**src/rtl/sev_seg_capture.sv**
```systemverilog
// Seven-segment capture: synchronises an active-low anode/segment bus, waits
// for a stable window, and decodes each digit back to its hex value.
module sev_seg_capture #(
  parameter int DIGITS        = 4,
  parameter int STABLE_CYCLES = 16
) (
  input  logic                  clk,
  input  logic                  rst_n,
  input  logic [DIGITS-1:0]     an,
  input  logic [6:0]            seg,
  output logic [4*DIGITS-1:0]   digits,
  output logic [DIGITS-1:0]     blank,
  output logic [DIGITS-1:0]     err,
  output logic                  frame
);

  localparam int         W       = DIGITS + 7;
  localparam logic [7:0] CNT_MAX = 8'(STABLE_CYCLES);
  localparam logic [7:0] CNT_CAP = 8'(STABLE_CYCLES - 1);

  logic [W-1:0]      s1, s2, prev;
  logic [7:0]        cnt;
  logic [DIGITS-1:0] mask;

  logic              capture;
  logic [DIGITS-1:0] sel;
  logic [DIGITS-1:0] hit;
  logic [DIGITS-1:0] mask_next;
  logic [3:0]        hex;
  logic              legal;
  logic              is_blank;

  // Synchroniser idles at all-ones so reset looks like a dark display.
  always_ff @(posedge clk or negedge rst_n) begin
    if (!rst_n) begin
      s1   <= '1;
      s2   <= '1;
      prev <= '1;
    end else begin
      s1   <= {an, seg};
      s2   <= s1;
      prev <= s2;
    end
  end

  always_ff @(posedge clk or negedge rst_n) begin
    if (!rst_n) begin
      cnt <= '0;
    end else if (s2 != prev) begin
      cnt <= '0;
    end else if (cnt != CNT_MAX) begin
      cnt <= cnt + 8'd1;
    end
  end

  always_comb begin
    capture  = (s2 == prev) && (cnt == CNT_CAP);
    sel      = ~s2[W-1:7];
    hit      = (capture && $onehot(sel)) ? sel : '0;
    is_blank = (s2[6:0] == 7'h7F);
    legal    = 1'b1;
    hex      = 4'h0;
    case (s2[6:0])
      7'h01:   hex = 4'h0;
      7'h4F:   hex = 4'h1;
      7'h12:   hex = 4'h2;
      7'h06:   hex = 4'h3;
      7'h4C:   hex = 4'h4;
      7'h24:   hex = 4'h5;
      7'h20:   hex = 4'h6;
      7'h0F:   hex = 4'h7;
      7'h00:   hex = 4'h8;
      7'h04:   hex = 4'h9;
      7'h08:   hex = 4'hA;
      7'h60:   hex = 4'hB;
      7'h31:   hex = 4'hC;
      7'h42:   hex = 4'hD;
      7'h30:   hex = 4'hE;
      7'h38:   hex = 4'hF;
      default: legal = 1'b0;
    endcase
    mask_next = mask | hit;
  end

  // Completing the mask pulses frame and clears the mask on the same edge.
  always_ff @(posedge clk or negedge rst_n) begin
    if (!rst_n) begin
      digits <= '0;
      blank  <= '1;
      err    <= '0;
      frame  <= 1'b0;
      mask   <= '0;
    end else begin
      frame <= &mask_next;
      mask  <= (&mask_next) ? '0 : mask_next;
      for (int unsigned i = 0; i < DIGITS; i++) begin
        if (hit[i]) begin
          if (legal) begin
            digits[4*i +: 4] <= hex;
            blank[i]         <= 1'b0;
            err[i]           <= 1'b0;
          end else if (is_blank) begin
            blank[i] <= 1'b1;
            err[i]   <= 1'b0;
          end else begin
            blank[i] <= 1'b0;
            err[i]   <= 1'b1;
          end
        end
      end
    end
  end

endmodule
```
**config.mk**
```make
export PLATFORM = sky130hd
export DESIGN_NAME = sev_seg_capture
export DESIGN_NICKNAME = d
export VERILOG_FILES = /design/src/rtl/sev_seg_capture.sv
export SDC_FILE = /design/constraint.sdc
export NUM_CORES = 1
export LEC_CHECK = 0
export CAP_MARGIN = 40
export CELL_PAD_IN_SITES_DETAIL_PLACEMENT = 2
export CELL_PAD_IN_SITES_GLOBAL_PLACEMENT = 2
export CORE_ASPECT_RATIO = 1.1
export CORE_UTILIZATION = 37
export DETAILED_ROUTE_END_ITERATION = 10
export GPL_ROUTABILITY_DRIVEN = 1
export PLACE_DENSITY_LB_ADDON = 0.1
export SLEW_MARGIN = 40
export SYNTH_ARGS = -nofsm -noshare
export SYNTH_HDL_FRONTEND = slang
export SYNTH_SLANG_ARGS = --single-unit
```
**constraint.sdc**
```tcl
create_clock -name clk -period 4.75 [get_ports clk]
set_input_delay 0.95 -clock clk [delete_from_list [all_inputs] [get_ports clk]]
set_output_delay 0.95 -clock clk [all_outputs]
set_load 0.03 [all_outputs]
```
Word level (Yosys, flattened, before mapping)

Index checks and enable logic that the tools add are counted.

Bits in registers: 70
Input port bits: 13
Output and inout bits: 25

$add $sub $neg: 4
Equality and inequality tests: 21
Mux-type cells: 10
Bitwise logic cells: 2
Reductions and logical operators: 10

Operators with widths:

| kind                                                 | number |
|---|---|
| case mux 4 bit (15 select lines)                     | 1 |
| equality test 7 x 6 -> 1 bit (second input constant) | 5 |
| equality test 7 bit (second input constant)          | 5 |
| 2-to-1 mux 8 bit                                     | 2 |
| OR reduction 16 bit                                  | 1 |
| equality test 7 x 3 -> 1 bit (second input constant) | 2 |
| equality test 7 x 4 -> 1 bit (second input constant) | 2 |
| equality test 11 bit                                 | 1 |
| != test 11 bit                                       | 1 |
| adder 8 x 1 -> 8 bit (second input constant)         | 1 |
| equality test 8 x 4 -> 1 bit (second input constant) | 1 |
| 2-to-1 mux 4 bit                                     | 2 |
| != test 8 x 5 -> 1 bit (second input constant)       | 1 |
| AND reduction 2 bit                                  | 4 |
| equality test 7 x 1 -> 1 bit (second input constant) | 1 |
| equality test 7 x 5 -> 1 bit (second input constant) | 1 |
| logical NOT 7 bit                                    | 1 |
| 2-to-1 mux 1 bit                                     | 5 |
| adder 1 x 1 -> 2 bit                                 | 2 |
| NOT 4 bit                                            | 1 |
| OR 4 bit                                             | 1 |
| AND reduction 4 bit                                  | 1 |
| adder 2 x 2 -> 3 bit                                 | 1 |
| equality test 3 x 1 -> 1 bit (second input constant) | 1 |
| 2 further kinds                                      | 3 |

Logic depth before layout (Yosys ltp)

Gate-level depths: netlist of the first run.

Depth after elaboration: 9
Gate-level depth with buffers: 11
Depth with buffers taken out: 9

Worst setup path before layout of the first run

No wires, ideal clock.

Path kind: flip-flop to flip-flop
Start: register s2[8]
End: register digits[1]
Library setup time: 125 ps
Arrival: 3197 ps
Data required time: 4625 ps
Path slack: 1428 ps
Stages on the path, launching flop included: 10
Cell sequence: dfstp_2 fa_1 inv_1 ha_1 ha_1 or4b_1 buf_2 or4_4 a311oi_4 mux2_4

Cells in the longest elaborated chain, start to end: 7
Elaborated cells between the ends (all ways): 9
Those cells by class: add/sub (2); eq/ne (2); mux (1); bitwise (1); reduce/logical (3)

Ends and longest elaborated chain:

| item                                       | RTL line | text |
|---|---|---|
| start, declared                            | 21       | `logic [W-1:0] s1, s2, prev;` |
| start signal, assigned                     | 37       | `s2 <= '1;` |
| start signal, assigned                     | 41       | `s2 <= s1;` |
| NOT 4 bit                                  | 58       | `sel = ~s2[W-1:7];` |
| adder 1 x 1 -> 2 bit (not written as such) | 59       | `hit = (capture && $onehot(sel)) ? sel : '0;` |
| adder 2 x 2 -> 3 bit (not written as such) | 59       |  |
| equality test 3 x 1 -> 1 bit               | 59       |  |
| logical AND 1 bit *                        | 59       |  |
| 2-to-1 mux 4 bit *                         | 59       |  |
| AND reduction 2 bit (no source line) *     | --       |  |
| end signal, assigned                       | 88       | `digits <= '0;` |
| end signal, assigned by index              | 99       | `digits[4*i +: 4] <= hex;` |
| end, declared                              | 11       | `output logic [4*DIGITS-1:0] digits,` |

Mark *: on every way between the ends. The rest lies on a longest branch, timed or not.
A chain may end at the register's enable or synchronous reset.

Worst setup path in the final report of the first run

Start: register s2[10]
End: register digits[5]

Same word-level chain as after synthesis.

==> impl.org, run 1 <==
** Logic synthesis
- Post-synth ARST share :: 1.00
- Post-synth EDFFs :: 0
- Yosys reg bits :: 70
- The synthesized netlist occupies a cell area of 3130 µm².
- Number of warnings printed during yosys synthesis :: 0
- In the post-synthesis netlist, the biggest area contributors are sky130_fd_sc_hd__dfstp_2 31%, sky130_fd_sc_hd__dfrtp_1 26%, sky130_fd_sc_hd__xor2_1 3.6%.
- The share of the Yosys chip area taken by registers is 0.575.
- Most area-hungry cell type in the Yosys netlist :: sky130_fd_sc_hd__dfstp_2
- Counting every instance in the synthesized netlist gives 259.
- Most used flip-flop cell after synthesis :: sky130_fd_sc_hd__dfstp_2
- The number of nets in the synthesized netlist is 277.
- Each instance of the synthesized netlist takes up on average 12.1 µm².
- The share of synthesized area in the top cell type comes to 0.311.
- Post-synth cell types :: 57

** Drt
- For this run, design rule violations remaining after detail routing come to 0.
- Detailed-router iteration count before antenna repair :: 4
- Number of vias after detailed routing :: 2132
- Using the TritonRoute via totals, the vias-per-cell ratio works out to 5.20.
- Routed wire per std cell :: 18.5 µm
- Once detail routing completed, the nets flagged for antenna violations numbered 0.
- The first routing iteration left 65 violations.
- Summed over all layers, the routed wires come to 7570 µm.

** Pwr
- The share of total power dissipated in combinational logic is 0.051.
- Part of the total power dissipated in sequential elements :: 0.519
- Net switching power of the design :: 0.311 mW
- For this design the static power due to leakage is 1.50 nW.
- The internal power of the cells totals 0.929 mW.
- Of the total power, the share spent switching nets is 0.251.
- Portion of total power attributed to the clock network :: 0.431
- Power density over cell area :: 327 nW/µm²
- Largest vdd supply drop :: 0.238 mV

** Floorplanning
- Top-Level Pins :: 38
- Die ar. :: 8820 µm²
- The core region is 8040 µm².
- Die span in y :: 98.4 µm
- The floorplan has 34 rows.
- X dimension of the die :: 89.6 µm
- Effective utilization at floorplan :: 0.389

** Clock network
- The longest clock path from root to sink contains 2 buffers.
- Post-CTS setup buffers :: 0
- In this run the number of H-tree levels came out at 3.
- CTS Hold Buffers Added :: 0
- The number of clock buffers added by TritonCTS is 9.
- The root buffer cell chosen for the clock tree is sky130_fd_sc_hd__clkbuf_8.
- Clock-pin slew was measured on the worst setup and hold paths at 0.09 ns.
- The clock reaches the later pin of the worst-skew pair after 0.35 ns.
- Clock tree from TritonCTS :: yes
- Clock tree synthesis found a total of 70 sinks.
- Gates resized during post-CTS repair numbered 0.

** Worst setup path
- Worst setup path class :: flip-flop to flip-flop
- At the worst endpoint, the arrival time is 4.02 ns.
- Data on the critical path is required at its endpoint by 4.99 ns.
- The worst setup path is captured at a flip-flop.
- STA classifies the critical path startpoint as a flip-flop.
- Max FO, Critical Path :: 11

** STA
- Clk_skew :: 0.0143 ns
- Timing would allow up to 265 MHz.
- Period utilization :: 0.795
- Worst Max-Slew Pin Slew :: 0.760 ns
- Setup violations remaining at the end of the flow were counted as 0.
- The final number of hold-violating endpoints came to 0.
- Across all hold checks on the routed design, the worst slack comes to 0.359 ns.
- Setup repair after global routing missed its margin :: no
- Fin crit period :: 3.78 ns
- Worst-case headroom to the max-slew limit :: 0.487
- Total Negative Setup Slacks :: 0 ns
- Final-report max-slew violation count :: 0

** Finish
- Area growth from synthesis to layout :: 21.2%
- The library cell used most frequently in the layout, excluding fill and tap cells, is sky130_fd_sc_hd__dfstp_2.
- Highest-count cells in the layout ignoring fill and taps :: 37 x sky130_fd_sc_hd__dfstp_2, 36 x sky130_fd_sc_hd__clkdlybuf4s50_1, 33 x sky130_fd_sc_hd__dfrtp_1
- In the final layout, the share of cells above drive strength 1 is 0.252.
- Antenna Cells :: 0
- Fin nets :: 315

** Global route
- For this run, the total global-route usage over all layers was measured as 0.195.
- Entering global routing, the biggest net connects 37 pins.
- Number of antenna violations at the first check in global routing :: 0
- The total overflow left after global routing is 0.
- Number of global-route vias before repair :: 2370
- The first global-routing pass estimated 12700 µm of wire.

** Job
- Max-cap viol count :: 0

** Place
- Detailed placement finished with a half-perimeter wire length of 5410 µm.
- RePlAce Congestion :: 0.735
- Number of I/O port buffers :: 37

** Worst hold path
- The path class of the tightest hold or removal check is flip-flop to flip-flop.

** Run status
- The run finished with clean final reports.
-- power by group through the flow --
stage | clock network [mW] | registers (mW) | logic, mW
floorplan | 0 | 0.640 | 0.0430
global placement | 0 | 0.652 | 0.0615
detailed placement | 0 | 0.654 | 0.0639
CTS | 0.548 | 0.643 | 0.0641
global route | 0.569 | 0.646 | 0.0707
finish | 0.533 | 0.643 | 0.0628
-- path summary, 6_finish.rpt --
path | start | to | slack (ns) | cells after the start
worst max-delay path | s2[10]$_DFF_PN1_ | digits[5]$_DFFE_PN0P_ | 0.97 | 9
worst min-delay path | s1[3]$_DFF_PN1_ | s2[3]$_DFF_PN1_ | 0.36 | 0
worst max register to register | s2[10]$_DFF_PN1_ | digits[5]$_DFFE_PN0P_ | 0.97 | 9
worst min register to register | s1[3]$_DFF_PN1_ | s2[3]$_DFF_PN1_ | 0.36 | 0
max in group asynchronous | rst_n | s2[2]$_DFF_PN1_ | 3.13 | 2
min in group asynchronous | rst_n | cnt[3]$_DFFE_PN0P_ | 0.64 | 1
-- kinds of logic (layout without fill, tap and decap cells) --
| group | Yosys count | in the layout | share of synthesized area |
|---|---|---|---|
| xor gates and xnor gates | 18 | 18 | 0.0504 |
| buffers and inverters | 28 | 71 | 0.0432 |
| and+or+nand+nor | 82 | 82 | 0.157 |
| AOI/OAI and AO/OA | 50 | 50 | 0.130 |
| DFF | 70 | 70 | 0.575 |
| adders and majority gates | 5 | 5 | 0.0224 |
| muxes | 6 | 6 | 0.0224 |
-- per-stage QoR --
| stage | cell area (µm²) | instances | util | power (mW) | worst slack [ns] |
|---|---|---|---|---|---|
| global route | 3790 | 410 | 0.471 | 1.29 | 0.832 |
| global placement | 3560 | 394 | 0.443 | 0.714 | 1.17 |
| floorplan | 3130 | 259 | - | 0.683 | 1.43 |
| finish | 3790 | 410 | 0.471 | 1.24 | 0.972 |
| detailed placement | 3560 | 394 | 0.443 | 0.718 | 1.06 |
| CTS | 3780 | 410 | 0.470 | 1.26 | 0.972 |
-- per-layer routing --
| layer | global-route usage | up-vias | wire length, µm |
|---|---|---|---|
| met5 | 0 | - | 0 |
| met4 | 0.0623 | 0 | 110 |
| met3 | 0.0406 | 9 | 172 |
| met2 | 0.336 | 26 | 3960 |
| met1 | 0.240 | 1100 | 3320 |
| li1 | - | 997 | - |
-- cell type report --
cell class	count	area, µm²
Fill cell	809	4250
Clock inverter	6	71.3
Inverter	17	63.8
Sequential cell	70	1800
Timing Repair Buffer	38	373
Tap cell	108	135
Multi-Input combinational cell	161	1200
Clock buffer	10	149
-- flip-flops by register name (all words and copies together) (netlist names) --
register  count
digits       16
frame         1
s2           11
mask          4
prev         11
cnt           8
err           4
blank         4
s1           11
-- cells in the mapped netlist (2+ instances only) --
master / instances
sky130_fd_sc_hd__clkbuf_1: 4
sky130_fd_sc_hd__o21ai_1: 2
sky130_fd_sc_hd__or4_1: 2
sky130_fd_sc_hd__nand4_1: 9
sky130_fd_sc_hd__o22ai_1: 4
sky130_fd_sc_hd__buf_2: 4
sky130_fd_sc_hd__nor2_1: 20
sky130_fd_sc_hd__xor2_1: 13
sky130_fd_sc_hd__nand3_2: 2
sky130_fd_sc_hd__inv_1: 17
sky130_fd_sc_hd__xnor2_1: 5
sky130_fd_sc_hd__a21oi_1: 6
sky130_fd_sc_hd__or4b_1: 2
sky130_fd_sc_hd__or2_1: 3
sky130_fd_sc_hd__o31ai_1: 2
sky130_fd_sc_hd__nor3_2: 3
sky130_fd_sc_hd__buf_6: 2
sky130_fd_sc_hd__ha_1: 4
sky130_fd_sc_hd__a22oi_1: 4
sky130_fd_sc_hd__mux2_2: 3
sky130_fd_sc_hd__or3_1: 4
sky130_fd_sc_hd__nand2_1: 15
sky130_fd_sc_hd__a2bb2oi_1: 6
sky130_fd_sc_hd__a311oi_2: 3
sky130_fd_sc_hd__a21o_1: 6
sky130_fd_sc_hd__dfrtp_1: 33
sky130_fd_sc_hd__and2_1: 2
sky130_fd_sc_hd__nor4_2: 3
sky130_fd_sc_hd__o21ai_0: 7
sky130_fd_sc_hd__dfstp_2: 37
sky130_fd_sc_hd__a311oi_4: 2
sky130_fd_sc_hd__nor4_1: 4
sky130_fd_sc_hd__a21boi_0: 2
-- worst max-delay path, cell delays in order, from the launching register on --
cell and delay, ns:
sky130_fd_sc_hd__dfstp_2 0.64, sky130_fd_sc_hd__fa_1 0.44, sky130_fd_sc_hd__inv_1 0.06, sky130_fd_sc_hd__ha_1 0.13
sky130_fd_sc_hd__ha_1 0.21, sky130_fd_sc_hd__or4b_1 0.65, sky130_fd_sc_hd__nor3_1 0.28, sky130_fd_sc_hd__nand4_1 0.40
sky130_fd_sc_hd__a311oi_2 0.48, sky130_fd_sc_hd__mux2_2 0.37
No activity file was read; power rests on OpenSTA's default activity.
==> inputs of run 2 (changes only) <==
clock period = 3.5 ns   (was 4.75 ns; I/O delays follow)
==> run 2 against run 1 <==
Wire length up 3.2%. Critical path depth decreased by 1. Via count is 2.3% higher. Register-to-register slack got worse by 0.82 ns. First-iteration DRC count increased by 130%. Non-clock buffer count rose by 8. Highest routed layer unchanged. Core utilization rose by 0.72 points.
==> impl.org, run 2 (same netlist as run 1, synthesis figures left out) <==
** STA
- The max-slew violation total from the final report came to 0 (unchanged).
- Setup repair after global routing missed its margin :: no
- The final number of hold-violating endpoints was 0 (unchanged).
- Period utilization :: 0.955 (+0.160)
- The actual slew at the worst max-slew pin was 0.786 ns (+0.0253 ns).
- Total Negative Setup Slacks :: 0 ns (unchanged)
- Final setup violating endpoints :: 0 (unchanged)
- Worst-case headroom to the max-slew limit :: 0.475 (-0.0116)
- The peak clock frequency supported by timing is 299 MHz (+13%).
- Fin crit period :: 3.34 ns (-0.434 ns)
- Clk_skew :: 0.0109 ns (-0.00341 ns)

** Clock network
- Clock-pin transition on the worst setup and hold timing paths :: 0.08 ns (about the same)
- CTS Hold Buffers Added :: 0 (unchanged)
- Clock tree from TritonCTS :: yes
- The CTS H-tree depth is 3 (unchanged).
- Worst-case clock buffer depth :: 2 (unchanged)
- Resize count post-CTS :: 0 (unchanged)
- The number of buffers created by CTS is 9 (unchanged).
- The number of clock sinks seen by CTS came to 70 (unchanged).
- Worst-Skew Late Latency :: 0.34 ns (about the same)
- The post-CTS setup buffer count came to 0 (unchanged).
- CTS placed an instance of sky130_fd_sc_hd__clkbuf_8 at the clock tree root.

** Place
- Dpl cell area :: 3630 µm² (+1.9%)
- Number of I/O port buffers :: 37 (unchanged)
- The half-perimeter wire length of the detailed placement result was 5590 µm (+3.2%).
- RePlAce Congestion :: 0.717 (-2.4%)

** Drt
- Detailed-router iteration count before antenna repair :: 4 (unchanged)
- Routed wire per std cell :: 18.7 µm (+1.2%)
- The number of remaining DRC errors was 0 (unchanged).
- Remaining antenna violation count after routing :: 0 (unchanged)
- The via density per instance came to 5.22 (+0.34%).
- The total wire length after detailed routing is 7810 µm (+3.2%).
- The number of vias after detailed routing came to 2181 (+2.3%).
- The number of design-rule violations left by the first detailed-router iteration was 151 (+130%).

** Global route
- The global-route total usage across every layer was 0.205 (+0.00934).
- Global-route met2 utilization :: 0.343 (+0.00699)
- Number of global-route vias before repair :: 2499 (+5.4%)
- The global routing usage on met3 was 0.0600 (+0.0194).
- Leftover overflow at the end of global routing :: 0 (unchanged)
- Global-route wire length before repair :: 13300 µm (+4.1%)
- Largest net degree at the start of global routing :: 48 (+30%)
- Peak-usage layer in the global routing report :: met2
- The global-route met1 utilization is 0.251 (+0.0103).
- Number of antenna violations at the first check in global routing :: 0 (unchanged)

** Finish
- Final design instance area without fill :: 3850 µm² (+1.5%)
- Highest-count cells in the layout ignoring fill and taps :: 37 x sky130_fd_sc_hd__dfstp_2, 36 x sky130_fd_sc_hd__clkdlybuf4s50_1, 33 x sky130_fd_sc_hd__dfrtp_1
- The final core utilization was 0.478 (+0.00716).
- The share of final-layout standard cells stronger than drive strength 1 came to 0.274 (+0.0225).
- The area growth from synthesis to layout is 23.1%.
- The flip-flop count of the largest register after layout was 16 (unchanged).
- The register with the most flip-flops in the final layout is digits.
- Antenna Cells :: 0 (unchanged)
- Fin nets :: 323 (+2.5%)
- Commonest non-fill, non-tap cell in the layout :: sky130_fd_sc_hd__dfstp_2

** Floorplanning
- Standard-cell row count :: 34 (unchanged)
- Effective utilization at floorplan :: 0.389 (unchanged)
- X dimension of the die :: 89.6 µm (unchanged)
- Core outline area :: 8040 µm² (unchanged)
- Top-Level Pins :: 38 (unchanged)
- Die span in y :: 98.4 µm (unchanged)
- Die ar. :: 8820 µm² (unchanged)

** Worst setup path
- The required time of the critical path was 3.72 ns (-1.27 ns).
- The depth of the worst register-to-register path was 8 (-1).
- Among all stages on the critical path, the largest delay is contributed by sky130_fd_sc_hd__or4b_4.
- R2r endpoint :: digits[9]$_DFFE_PN0P_
- Max FO, Critical Path :: 7 (-4)
- The worst setup path is captured at a flip-flop.
- The setup slack on the worst flop-to-flop path is 0.16 ns (-0.82 ns).
- Kind of start point of the critical path :: flip-flop
- The cell that appears most often on the critical path is sky130_fd_sc_hd__ha_1.
- Maximum single-stage delay on the critical path :: 0.57 ns (-0.08 ns)
- Worst setup path class :: flip-flop to flip-flop
- In this run the critical register-to-register path is launched from s2[8]$_DFF_PN1_.
- The critical path goes through fa_1 > inv_1 > ha_1 > ha_1 > or4b_4 > or4_1 > a311oi_2 > mux2_1.
- The data arrival time of the critical path came to 3.56 ns (-0.46 ns).

** Worst hold path
- The tightest min-delay check is of the input port to asynchronous set/reset pin type.

** Run status
- Result of the run :: complete, no violations

** Pwr
- Overall power of the completed layout :: 1.60 mW (+29%)
- Largest vdd supply drop :: 0.213 mV (-10%)
- Power density over cell area :: 417 nW/µm² (+27%)
- Leakage dissipation :: 1.53 nW (+1.8%)

** Job
- The reported max-cap violation count came to 0 (unchanged).
==> run 2: cell types whose count changed in the layout (fill, tap and decap cells not counted), moves of 2 or more <==
cell / previous run / this run
sky130_fd_sc_hd__inv_6: 3 / 1
sky130_fd_sc_hd__clkbuf_1: 0 / 2
sky130_fd_sc_hd__clkinvlp_4: 0 / 2
sky130_fd_sc_hd__buf_4: 1 / 9
==> run 2: worst max-delay path by stage <==
stage	start	to	slack (ns)	cells after the start
2_1_floorplan	s2[8]$_DFF_PN1_	digits[1]$_DFFE_PN0P_	0.18	9
3_3_place_gp	s2[7]$_DFF_PN1_	digits[1]$_DFFE_PN0P_	0.14	8
3_5_place_dp	s2[8]$_DFF_PN1_	digits[9]$_DFFE_PN0P_	0.1	8
4_1_cts	s2[8]$_DFF_PN1_	digits[9]$_DFFE_PN0P_	0.05	8
5_1_grt	s2[8]$_DFF_PN1_	digits[9]$_DFFE_PN0P_	0.04	8
6_report	s2[8]$_DFF_PN1_	digits[9]$_DFFE_PN0P_	0.16	8
==> run 2: routing by layer <==
metal	up-vias	wire (µm)
li1	1008	-
met1	1132	3430
met2	37	4170
met3	4	136
met4	0	68
met5	-	0
==> run 2: critical path: cells and delay by family (launching register included) <==
family,cells,cell delay [ns]
and+or+nand+nor,2,1.11
AOI/OAI and AO/OA,1,0.33
buffers and inverters,1,0.08
muxes,1,0.36
adders and majority gates,3,0.78
DFF,1,0.55
==> run 2: area by class of cell <==
| class | instances | area, µm² |
|---|---|---|
| Timing Repair Buffer | 46 | 433 |
| Sequential cell | 70 | 1800 |
| Inverter | 17 | 63.8 |
| Clock inverter | 5 | 58.8 |
| Fill cell | 832 | 4190 |
| Clock buffer | 11 | 131 |
| Tap cell | 108 | 135 |
| Multi-Input combinational cell | 161 | 1230 |
==> run 2: metrics by stage <==
stage / instances / setup WS, ns / hold WS [ns]
2_1_floorplan: 259 / 0.178 / 0.345
3_3_place_gp: 402 / 0.138 / 0.346
3_5_place_dp: 402 / 0.0984 / 0.347
4_1_cts: 418 / 0.0532 / 0.336
5_1_grt: 418 / 0.0358 / 0.341
6_report: 418 / 0.156 / 0.334
==> run 2: power breakdown <==
group	total, mW	switching (mW)	internal, mW
Sequential	0.869	0.0246	0.844
Clock	0.637	0.307	0.331
Combinational	0.0968	0.0572	0.0396
Total	1.60	0.388	1.21
